### src/rtl/dice_pkg.sv
// Shared DICE types: CTA descriptor, CTA ID and per-slot lifecycle state.
package dice_pkg;

  localparam int DICE_NUM_MAX_CTA_PER_CORE = 4;

  typedef logic [7:0] dice_cta_id_t;

  typedef struct packed {
    dice_cta_id_t cta_id;
    logic [15:0]  start_pc;
    logic [7:0]   arg_base;
  } dice_cta_desc_t;

  typedef enum logic [1:0] {
    SLOT_FREE,
    SLOT_PENDING,
    SLOT_RUNNING,
    SLOT_RETIRING
  } slot_state_e;

endpackage

### src/rtl/cta_slot_manager_if.sv
// Grant, issue, completion and status signals of one per-core CTA slot table.
interface cta_slot_manager_if #(
  parameter int NUM_SLOTS = 4,
  parameter int SLOT_W    = (NUM_SLOTS > 1) ? $clog2(NUM_SLOTS) : 1
);
  import dice_pkg::*;

  logic                           grant_valid;
  logic                           grant_ready;
  dice_cta_desc_t                 grant_ctx;
  logic                           exec_valid;
  logic                           exec_ready;
  dice_cta_desc_t                 exec_ctx;
  logic [SLOT_W-1:0]              exec_slot;
  logic                           exec_done_valid;
  logic [SLOT_W-1:0]              exec_done_slot;
  logic                           done_valid;
  logic                           done_ready;
  dice_cta_id_t                   done_cta_id;
  logic [$clog2(NUM_SLOTS+1)-1:0] occupancy;
  logic                           err_sticky;

  // Slot manager side.
  modport slave (
    input  grant_valid, grant_ctx, exec_ready, exec_done_valid, exec_done_slot, done_ready,
    output grant_ready, exec_valid, exec_ctx, exec_slot, done_valid, done_cta_id,
           occupancy, err_sticky
  );

  // Dispatcher / core side.
  modport master (
    output grant_valid, grant_ctx, exec_ready, exec_done_valid, exec_done_slot, done_ready,
    input  grant_ready, exec_valid, exec_ctx, exec_slot, done_valid, done_cta_id,
           occupancy, err_sticky
  );

endinterface

### src/rtl/cta_slot_manager.sv
// Per-core CTA slot table: holds granted contexts, issues them in grant order
// and returns completed CTA IDs in completion order.
`ifndef DICE_NUM_MAX_CTA_PER_CORE
`define DICE_NUM_MAX_CTA_PER_CORE dice_pkg::DICE_NUM_MAX_CTA_PER_CORE
`endif

module cta_slot_manager
  import dice_pkg::*;
#(
  parameter int NUM_SLOTS = `DICE_NUM_MAX_CTA_PER_CORE,
  parameter int SLOT_W    = (NUM_SLOTS > 1) ? $clog2(NUM_SLOTS) : 1
) (
  input  logic                clk,
  input  logic                rst_n,
  cta_slot_manager_if.slave   bus
);

  localparam int CNT_W = $clog2(NUM_SLOTS + 1);

  slot_state_e       r_state     [NUM_SLOTS];
  slot_state_e       w_state_nxt [NUM_SLOTS];
  dice_cta_desc_t    r_ctx       [NUM_SLOTS];
  logic [SLOT_W-1:0] r_iq        [NUM_SLOTS];  // issue FIFO: slots in grant order
  logic [SLOT_W-1:0] r_rq        [NUM_SLOTS];  // retire FIFO: slots in completion order
  logic [SLOT_W-1:0] r_iq_rd, r_iq_wr, r_rq_rd, r_rq_wr;
  logic [CNT_W-1:0]  r_iq_cnt, r_rq_cnt, r_occ;
  logic              r_live;                   // low during reset so grants are refused
  logic              r_err;

  logic              w_any_free;
  logic [SLOT_W-1:0] w_free_idx;
  logic              w_grant_ready, w_grant_fire;
  logic              w_exec_valid, w_issue_fire;
  logic              w_done_valid, w_ret_fire;
  logic              w_done_ok, w_done_bad;
  logic [SLOT_W-1:0] w_iq_head, w_rq_head;

  function automatic logic [SLOT_W-1:0] ptr_inc(input logic [SLOT_W-1:0] p);
    return (int'(p) == NUM_SLOTS - 1) ? '0 : p + 1'b1;
  endfunction

  // Lowest-index FREE slot for the next grant.
  always_comb begin
    // NOTE: every always_comb output gets a default first so no path infers a latch.
    w_any_free = 1'b0;
    w_free_idx = '0;
    for (int i = NUM_SLOTS - 1; i >= 0; i--) begin
      if (r_state[i] == SLOT_FREE) begin
        w_any_free = 1'b1;
        w_free_idx = SLOT_W'(i);
      end
    end
  end

  assign w_grant_ready = r_live && w_any_free;
  assign w_grant_fire  = bus.grant_valid && w_grant_ready;

  assign w_iq_head     = r_iq[r_iq_rd];
  assign w_exec_valid  = (r_iq_cnt != '0);
  assign w_issue_fire  = w_exec_valid && bus.exec_ready;

  assign w_rq_head     = r_rq[r_rq_rd];
  assign w_done_valid  = (r_rq_cnt != '0);
  assign w_ret_fire    = w_done_valid && bus.done_ready;

  // A completion is legal only for an in-range slot already RUNNING before this edge.
  assign w_done_ok  = bus.exec_done_valid && (int'(bus.exec_done_slot) < NUM_SLOTS) &&
                      (r_state[bus.exec_done_slot] == SLOT_RUNNING);
  assign w_done_bad = bus.exec_done_valid && !w_done_ok;

  // Slot lifecycle next state; the four events always target distinct slots.
  always_comb begin
    for (int i = 0; i < NUM_SLOTS; i++) w_state_nxt[i] = r_state[i];
    if (w_grant_fire) w_state_nxt[w_free_idx]         = SLOT_PENDING;
    if (w_issue_fire) w_state_nxt[w_iq_head]          = SLOT_RUNNING;
    if (w_done_ok)    w_state_nxt[bus.exec_done_slot] = SLOT_RETIRING;
    if (w_ret_fire)   w_state_nxt[w_rq_head]          = SLOT_FREE;
  end

  // Slot state, FIFO pointers/counts, occupancy and error flag.
  always_ff @(posedge clk or negedge rst_n) begin
    if (!rst_n) begin
      for (int i = 0; i < NUM_SLOTS; i++) r_state[i] <= SLOT_FREE;
      r_iq_rd  <= '0;
      r_iq_wr  <= '0;
      r_rq_rd  <= '0;
      r_rq_wr  <= '0;
      r_iq_cnt <= '0;
      r_rq_cnt <= '0;
      r_occ    <= '0;
      r_live   <= 1'b0;
      r_err    <= 1'b0;
    end else begin
      // NOTE: sequential state uses non-blocking assignments so every register samples pre-edge values.
      for (int i = 0; i < NUM_SLOTS; i++) r_state[i] <= w_state_nxt[i];
      if (w_grant_fire) r_iq_wr <= ptr_inc(r_iq_wr);
      if (w_issue_fire) r_iq_rd <= ptr_inc(r_iq_rd);
      if (w_done_ok)    r_rq_wr <= ptr_inc(r_rq_wr);
      if (w_ret_fire)   r_rq_rd <= ptr_inc(r_rq_rd);
      r_iq_cnt <= r_iq_cnt + CNT_W'(w_grant_fire) - CNT_W'(w_issue_fire);
      r_rq_cnt <= r_rq_cnt + CNT_W'(w_done_ok)    - CNT_W'(w_ret_fire);
      r_occ    <= r_occ    + CNT_W'(w_grant_fire) - CNT_W'(w_ret_fire);
      r_live   <= 1'b1;
      r_err    <= r_err | w_done_bad;
    end
  end

  // Context and FIFO storage; outputs are masked while the matching FIFO is empty.
  always_ff @(posedge clk) begin
    // NOTE: storage arrays carry no reset; nothing reads an entry before it is written.
    if (w_grant_fire) begin
      r_ctx[w_free_idx] <= bus.grant_ctx;
      r_iq[r_iq_wr]     <= w_free_idx;
    end
    if (w_done_ok) r_rq[r_rq_wr] <= bus.exec_done_slot;
  end

  assign bus.grant_ready = w_grant_ready;
  assign bus.exec_valid  = w_exec_valid;
  assign bus.exec_ctx    = w_exec_valid ? r_ctx[w_iq_head] : '0;
  assign bus.exec_slot   = w_exec_valid ? w_iq_head : '0;
  assign bus.done_valid  = w_done_valid;
  assign bus.done_cta_id = w_done_valid ? r_ctx[w_rq_head].cta_id : '0;
  assign bus.occupancy   = r_occ;
  assign bus.err_sticky  = r_err;

  a_no_iq_overflow: assert property (@(posedge clk) disable iff (!rst_n)
    !(w_grant_fire && !w_issue_fire && int'(r_iq_cnt) == NUM_SLOTS));
  a_no_rq_overflow: assert property (@(posedge clk) disable iff (!rst_n)
    !(w_done_ok && !w_ret_fire && int'(r_rq_cnt) == NUM_SLOTS));
  a_occ_bound: assert property (@(posedge clk) disable iff (!rst_n)
    int'(r_occ) <= NUM_SLOTS);
  a_exec_stable: assert property (@(posedge clk) disable iff (!rst_n)
    (w_exec_valid && !bus.exec_ready) |=> ($stable(bus.exec_ctx) && $stable(bus.exec_slot)));

endmodule

### src/flat_wrapper.sv
// flat-port wrapper written by rule: the top's interface ports become plain ports
module cta_slot_manager_flat import dice_pkg::*;
#(
  parameter int NUM_SLOTS = `DICE_NUM_MAX_CTA_PER_CORE,
  parameter int SLOT_W    = (NUM_SLOTS > 1) ? $clog2(NUM_SLOTS) : 1
)
  (clk, rst_n, bus_grant_valid, bus_grant_ctx, bus_exec_ready, bus_exec_done_valid, bus_exec_done_slot, bus_done_ready, bus_grant_ready, bus_exec_valid, bus_exec_ctx, bus_exec_slot, bus_done_valid, bus_done_cta_id, bus_occupancy, bus_err_sticky);
  cta_slot_manager_if #(.NUM_SLOTS(NUM_SLOTS), .SLOT_W(SLOT_W)) bus_i ();
  input  logic clk;
  input  logic rst_n;
  input wire logic [$bits(bus_i.grant_valid)-1:0] bus_grant_valid;
  input wire logic [$bits(bus_i.grant_ctx)-1:0] bus_grant_ctx;
  input wire logic [$bits(bus_i.exec_ready)-1:0] bus_exec_ready;
  input wire logic [$bits(bus_i.exec_done_valid)-1:0] bus_exec_done_valid;
  input wire logic [$bits(bus_i.exec_done_slot)-1:0] bus_exec_done_slot;
  input wire logic [$bits(bus_i.done_ready)-1:0] bus_done_ready;
  output wire logic [$bits(bus_i.grant_ready)-1:0] bus_grant_ready;
  output wire logic [$bits(bus_i.exec_valid)-1:0] bus_exec_valid;
  output wire logic [$bits(bus_i.exec_ctx)-1:0] bus_exec_ctx;
  output wire logic [$bits(bus_i.exec_slot)-1:0] bus_exec_slot;
  output wire logic [$bits(bus_i.done_valid)-1:0] bus_done_valid;
  output wire logic [$bits(bus_i.done_cta_id)-1:0] bus_done_cta_id;
  output wire logic [$bits(bus_i.occupancy)-1:0] bus_occupancy;
  output wire logic [$bits(bus_i.err_sticky)-1:0] bus_err_sticky;
  assign bus_i.grant_valid = bus_grant_valid;
  assign bus_i.grant_ctx = bus_grant_ctx;
  assign bus_i.exec_ready = bus_exec_ready;
  assign bus_i.exec_done_valid = bus_exec_done_valid;
  assign bus_i.exec_done_slot = bus_exec_done_slot;
  assign bus_i.done_ready = bus_done_ready;
  assign bus_grant_ready = bus_i.grant_ready;
  assign bus_exec_valid = bus_i.exec_valid;
  assign bus_exec_ctx = bus_i.exec_ctx;
  assign bus_exec_slot = bus_i.exec_slot;
  assign bus_done_valid = bus_i.done_valid;
  assign bus_done_cta_id = bus_i.done_cta_id;
  assign bus_occupancy = bus_i.occupancy;
  assign bus_err_sticky = bus_i.err_sticky;
  cta_slot_manager #(.NUM_SLOTS(NUM_SLOTS), .SLOT_W(SLOT_W)) u_core (.clk(clk), .rst_n(rst_n), .bus(bus_i));
endmodule
### config.mk
export PLATFORM = sky130hd
export DESIGN_NAME = cta_slot_manager_flat
export DESIGN_NICKNAME = d
export VERILOG_FILES = /design/src/rtl/dice_pkg.sv /design/src/rtl/cta_slot_manager_if.sv /design/src/rtl/cta_slot_manager.sv /design/src/flat_wrapper.sv
export SDC_FILE = /design/constraint.sdc
export NUM_CORES = 1
export LEC_CHECK = 0
export ABC_AREA = 1
export CELL_PAD_IN_SITES_DETAIL_PLACEMENT = 0
export CELL_PAD_IN_SITES_GLOBAL_PLACEMENT = 1
export CORE_MARGIN = 2
export CORE_UTILIZATION = 44
export CTS_CLUSTER_DIAMETER = 30
export DETAILED_ROUTE_END_ITERATION = 12
export PLACE_DENSITY_LB_ADDON = 0.1
export SLEW_MARGIN = 5
export SYNTH_ARGS = -nofsm -noshare
export SYNTH_HDL_FRONTEND = slang
export SYNTH_SLANG_ARGS = --single-unit
### constraint.sdc
create_clock -name clk -period 3.84 [get_ports clk]
set_clock_uncertainty 0.05 [all_clocks]
set_input_delay 0.768 -clock clk [delete_from_list [all_inputs] [get_ports clk]]
set_output_delay 0.768 -clock clk [all_outputs]
set_load 0.005 [all_outputs]
After elaboration in Yosys (flattened, before gate mapping)
Memories as Yosys holds them, arrays and structs flattened.
Index checks and enable logic that the tools add are counted.

cells by class
  $add $sub $neg = 10
  bitwise logic cells = 14
  mux-type cells = 34
  order comparisons = 8
  eq/ne operators = 5
  reduce and logical (&&, ||, !) cells = 17

operator list
  cell                                                  number
  2-to-1 mux 8 bit                                      5
  2-to-1 mux 32 bit                                     1
  2-to-1 mux 2 bit                                      15
  demux 2 bit (select 2 bit)                            4
  >= comparator 3 bit (second input constant)           4
  < comparator 3 x 1 -> 1 bit (second input constant)   4
  NOT 2 -> 3 bit                                        4
  logical AND 1 bit                                     10
  adder 3 x 1 -> 3 bit                                  3
  subtractor 3 x 1 -> 3 bit                             3
  adder 2 x 1 -> 2 bit (second input constant)          4
  bitwise AND 4 bit                                     2
  bitwise AND 8 bit                                     1
  equality test 2 x 1 -> 1 bit (second input constant)  4
  logical NOT 2 bit                                     4
  2-to-1 mux 1 bit                                      8
  NOT 4 bit                                             2
  NOT 8 bit                                             1
  OR 4 bit                                              2
  OR 8 bit                                              1
  nonzero test 3 bit                                    2
  binary-select mux 2 bit (select 2 bit)                1
  equality test 2 bit (second input constant)           1
  logical NOT 1 bit                                     1
  OR 1 bit                                              1

storage, ports and cells
  input bits = 40
  memories = 3
  word-level logic and storage cells = 104
  RAM bits = 144
  register bits after elaboration = 27
  output and inout bits = 49

memories
  name          depth  width  rd ports  clocked after Yosys merged registers in  write ports  RTL line                text
  u_core.r_ctx  4      32     2         0                                        1            cta_slot_manager.sv:22  dice_cta_desc_t r_ctx [NUM_SLOTS];
  u_core.r_iq   4      2      1         0                                        1            cta_slot_manager.sv:23  logic [SLOT_W-1:0] r_iq [NUM_SLOTS];
  u_core.r_rq   4      2      1         0                                        1            cta_slot_manager.sv:24  logic [SLOT_W-1:0] r_rq [NUM_SLOTS];

Longest topological paths before layout
Gate-level depths: netlist of the first run.

  depth in word-level cells = 19
  depth in mapped cells = 12
  mapped depth without buffers = 11

Least setup slack after synthesis of the first run
OpenSTA, ideal clock, no wires.

  path kind = input to register
  start = input port bus_grant_valid
  end = memory u_core.r_ctx[1][0] (netlist name) (enable)
  data required time = 3.367 ns
  slack = 1.032 ns
  setup time = 0.423 ns
  data arrival time = 2.335 ns
  cell stages on the path = 2
  buffers on the path = 0
  cell sequence = nand3_2 > nor2_1

on the way
  word-level cells in the longest chain between the ends = 3

ends and longest elaborated chain
  what                                    RTL line                 text
  start: declaration                      flat_wrapper.sv:11       input wire logic [$bits(bus_i.grant_valid)-1:0] bus_grant_valid;
  logical AND 1 bit                       cta_slot_manager.sv:56   assign w_grant_fire = bus.grant_valid && w_grant_ready;
  2-to-1 mux 1 bit                        cta_slot_manager.sv:111  if (w_grant_fire) begin
  2-to-1 mux 1 bit (not written as such)  cta_slot_manager.sv:112  r_ctx[w_free_idx] <= bus.grant_ctx;
  end: declaration                        cta_slot_manager.sv:22

Every way passes these cells.

Worst setup path in the final report of the first run
  start = register u_core.r_iq_rd[0]
  end = output port bus_exec_ctx[6]

on the way
  word-level cells in the longest chain between the ends = 3

ends and longest elaborated chain
  what                      RTL line                 text
  start: declaration        cta_slot_manager.sv:25   logic [SLOT_W-1:0] r_iq_rd, r_iq_wr, r_rq_rd, r_rq_wr;
  start signal: assignment  cta_slot_manager.sv:97   if (w_issue_fire) r_iq_rd <= ptr_inc(r_iq_rd);
  memory read (4 x 2 bit)   --
  memory read (4 x 32 bit)  --
  2-to-1 mux 32 bit         cta_slot_manager.sv:120  assign bus.exec_ctx = w_exec_valid ? r_ctx[w_iq_head] : '0;
  end: declaration          flat_wrapper.sv:19       output wire logic [$bits(bus_i.exec_ctx)-1:0] bus_exec_ctx;

Every way passes these cells.

==> results of run 1 <==
-- stage by stage --
step | power, mW | hold WS, ps
final | 7.961 | 427.6
after global routing | 8.526 | 431.1
after CTS | 8.048 | 426.2
after detailed placement | 6.194 | 402.6
after global placement | 6.129 | 388.5
after floorplan | 4.456 | 401.0
-- cells by family after synthesis --
logic type               synth area share
buffers and inverters             0.05175
AO/OA/AOI/OAI                     0.06376
other                           0.0005069
adder cells (fa/ha/maj)           0.03518
AND/OR/NAND/NOR                    0.1659
XOR/XNOR                         0.007103
flip-flops                         0.6758
-- registers in the layout, indices dropped and copies added, names as in the netlist, 2 cells and up --
name / cells
u_core.r_iq_wr: 2
u_core.r_state: 8
u_core.r_iq_cnt: 3
u_core.bus.occupancy: 3
u_core.r_iq_rd: 2
u_core.r_ctx: 128
u_core.r_iq: 8
u_core.r_rq_wr: 2
u_core.r_rq_rd: 2
u_core.r_rq: 8
u_core.r_rq_cnt: 3
-- cell type report --
class                           count  area, um^2  area share
Clock buffer                       17       425.4     0.04605
Clock inverter                     15       209.0     0.02262
Inverter                           73       282.8     0.03061
Multi-Input combinational cell    413        2051      0.2220
Sequential cell                   171        5000      0.5412
Tap cell                          220       275.3     0.02979
Timing Repair Buffer              100       996.0      0.1078
-- worst max path at each step --
stage | startpoint | endpoint | cells after the start
6_report | u_core.r_iq_rd[0]$_DFFE_PN0P_ | bus_exec_ctx[6] | 11
5_1_grt | u_core.r_iq_rd[0]$_DFFE_PN0P_ | bus_exec_ctx[25] | 9
4_1_cts | u_core.r_iq_rd[0]$_DFFE_PN0P_ | bus_exec_ctx[6] | 11
3_5_place_dp | bus_exec_done_slot[0] | u_core.r_rq_cnt[2]$_DFF_PN0_ | 11
3_3_place_gp | bus_exec_done_slot[0] | u_core.r_rq_cnt[1]$_DFF_PN0_ | 11
2_1_floorplan | bus_grant_valid | u_core.r_ctx[1][0]$_DFFE_PP_ | 2
-- per-layer routing --
metal / wire length [um] / part of all wire / global-route usage / vias to the layer above
met5: 0 / 0 / 0 / -
met1: 7764 / 0.47 / 0.2702 / 2420
li1: - / - / - / 2472
met3: 742 / 0.045 / 0.03729 / 23
met4: 297 / 0.018 / 0.07506 / 0
met2: 7828 / 0.47 / 0.3182 / 139
-- timing repair --
action                     4_1_cts  5_1_grt
gates resized for setup          0        2
setup endpoints to repair        0       19
hold endpoints to repair         0        0
-- placed cells by master (no fill, tap or decap), types with 3 or more instances in the layout --
cell / instances
nand2_1: 221
edfxtp_1: 144
clkdlybuf4s50_1: 88
inv_1: 63
nor2_1: 45
o21ai_0: 29
dfrtp_1: 27
a31oi_1: 24
clkbuf_16: 17
ha_1: 16
nand3_1: 11
buf_4: 10
a21oi_1: 9
o211ai_1: 8
o22ai_1: 7
nor3_1: 7
or2_2: 6
clkinv_1: 5
xnor2_1: 4
inv_2: 4
o21ai_1: 4
nand4_1: 4
nor2_4: 4
inv_6: 4
bufinv_16: 4
nand2_4: 3
fa_1: 3
-- power by group through the flow --
stage                     logic, mW  clock network [mW]  registers (mW)
after global placement         3.57                   0            2.56
after global routing           4.02                1.93            2.58
after detailed placement       3.62                   0            2.57
after CTS                      3.65                1.86            2.54
after floorplan                1.92                   0            2.53
final                          3.60                1.83            2.54
==> impl_metrics.env, run 1 <==
export IMPL_numCtsBuffers=17
export IMPL_r2r_cells=9
export IMPL_synth_fp_nets=731
export IMPL_die_w_um=133.7
export IMPL_start_util=0.4477
export IMPL_die_y_um=133.7
export IMPL_setup_violations_final=0
export IMPL_cts_tree="yes"
export IMPL_ctsHoldBuffers=0
export IMPL_cp_cell_sequence="inv_2 > nand2_1 > nand3_1 > nand2_4 > inv_2 > nand2_4 > inv_4 > buf_4 > nand2_1 > a31oi_1 > clkdlybuf4s50_1"
export IMPL_slew_headroom=0.6500
export IMPL_postPlaceCellArea_um2=8598
export IMPL_final_max_slew_viol_count=0
export IMPL_utilization=0.5591
export IMPL_clk_pin_slew_ps=70
export IMPL_tns_ps=0
export IMPL_critPathMaxFanout=16
export IMPL_vdd_drop_max_mv=0.6758
export IMPL_post_route_min_period_ps=3600
export IMPL_synth_area_um2=7398
export IMPL_crit_slowest_cell="clkdlybuf4s50_1"
export IMPL_rsz0062_at_grt="no"
export IMPL_hold_viol=0
export IMPL_ys_flop_type="edfxtp_1"
export IMPL_clk_path_buf_depth=2
export IMPL_first_pass_iters=5
export IMPL_yosys_area_top_type="edfxtp_1"
export IMPL_pre_cts_ws_ps=495.8
export IMPL_tightest_slew_ps=523.7
export IMPL_fin_crit_sh=0.9376
export IMPL_h_tree_depth=4
export IMPL_cpLargestDelayFamily="buffers and inverters"
export IMPL_ys_types=32
export IMPL_async_reset_ff_frac=0.1579
export IMPL_reg2reg_slack_ps=1010
export IMPL_ys_warnings_count=0
export IMPL_run_status="finished clean"
export IMPL_hold_path_class="reg -> reg"
export IMPL_maxCapViolations=0
export IMPL_antenna_found_initial=0
export IMPL_antennaDiodeCount=0
export IMPL_timing_rr_end="u_core.bus.occupancy[2]$_DFF_PN0_"
export IMPL_die_area_um2=17870
export IMPL_timing_final_ws_setup_ps=239.6
export IMPL_first_iter_violations=348
export IMPL_power_density_nw_per_um2=861.7
export IMPL_vias_per_cell=5.009
export IMPL_worstPathRequired_ps=3020
export IMPL_power_frac_comb=0.452
export IMPL_p_leak_nw=3.644
export IMPL_insertion_delay_ps=420
export IMPL_p_int_mw=5.057
export IMPL_fillerInstances=1388
export IMPL_sw_frac_of_total=0.3648
export IMPL_drive_above_1_share=0.08365
export IMPL_overflow=0
export IMPL_grt_pass1_vias=5075
export IMPL_avgSynthCellArea_um2=11.01
export IMPL_reg2reg_from="u_core.r_rq_cnt[2]$_DFF_PN0_"
export IMPL_synth_edff_count=144
export IMPL_via_count=5054
export IMPL_grt_usage=0.1983
export IMPL_cts_sinks=171
export IMPL_clockRootBuffer="clkbuf_16"
export IMPL_synth_top_cell_area_share=0.5845
export IMPL_synthTopCellsByCount="221 x nand2_1, 144 x edfxtp_1, 63 x inv_1"
export IMPL_maxClockFrequency_mhz=277.7
export IMPL_synth_seq_cells=171
export IMPL_min_path_cells=1
export IMPL_cp_arrival_ps=2780
export IMPL_grt_pass1_wl_um=26700
export IMPL_fin_cells=1009
export IMPL_stdcell_area_um2=9239
export IMPL_port_buffers=88
export IMPL_place_inst=977
export IMPL_yosysMostFrequentCell="nand2_1"
export IMPL_synthTopCellsByArea="edfxtp_1 58%, nand2_1 11%, dfrtp_1 9.1%"
export IMPL_grt_max_degree=33
export IMPL_pwr_share_clk=0.229
export IMPL_ys_seq_area_frac=0.6758
export IMPL_path_buf_inv=5
export IMPL_slowest_delay_ps=530
export IMPL_critPathCaptureType="output port"
export IMPL_seqPwrFrac=0.319
export IMPL_cp_start_kind="flip-flop"
export IMPL_route_detailed_drc=0
export IMPL_worstHoldStart="u_core.bus.err_sticky$_DFF_PN0_"
export IMPL_ios=89
export IMPL_cts_setup_buffers=0
export IMPL_hpwlAfterDp_um=11010
export IMPL_post_drt_wl_per_cell_um=16.48
export IMPL_gp_congestion=0.8049
export IMPL_fin_nets=835
export IMPL_syn2layout_area_growth_pct=24.88
export IMPL_synthesis_instances=672
export IMPL_wirelength_um=16630
export IMPL_p_switching_mw=2.904
export IMPL_num_rows=47
export IMPL_critPathKind="reg -> out"
export IMPL_hold_end="u_core.bus.err_sticky$_DFF_PN0_"
export IMPL_core_area_um2=16520
export IMPL_ant_nets=0
(Power assumes the default switching activity.)
==> inputs of run 2 (changes only) <==
--- a/config.mk
+++ b/config.mk
@@ -11,6 +11,7 @@
 export CORE_MARGIN = 2
 export CORE_UTILIZATION = 44
 export CTS_CLUSTER_DIAMETER = 30
+export CTS_CLUSTER_SIZE = 28
 export DETAILED_ROUTE_END_ITERATION = 12
 export PLACE_DENSITY_LB_ADDON = 0.1
 export SLEW_MARGIN = 5
==> results of run 2 <==
Same layout as run 1: the final DEF is identical, and so are final timing and power.
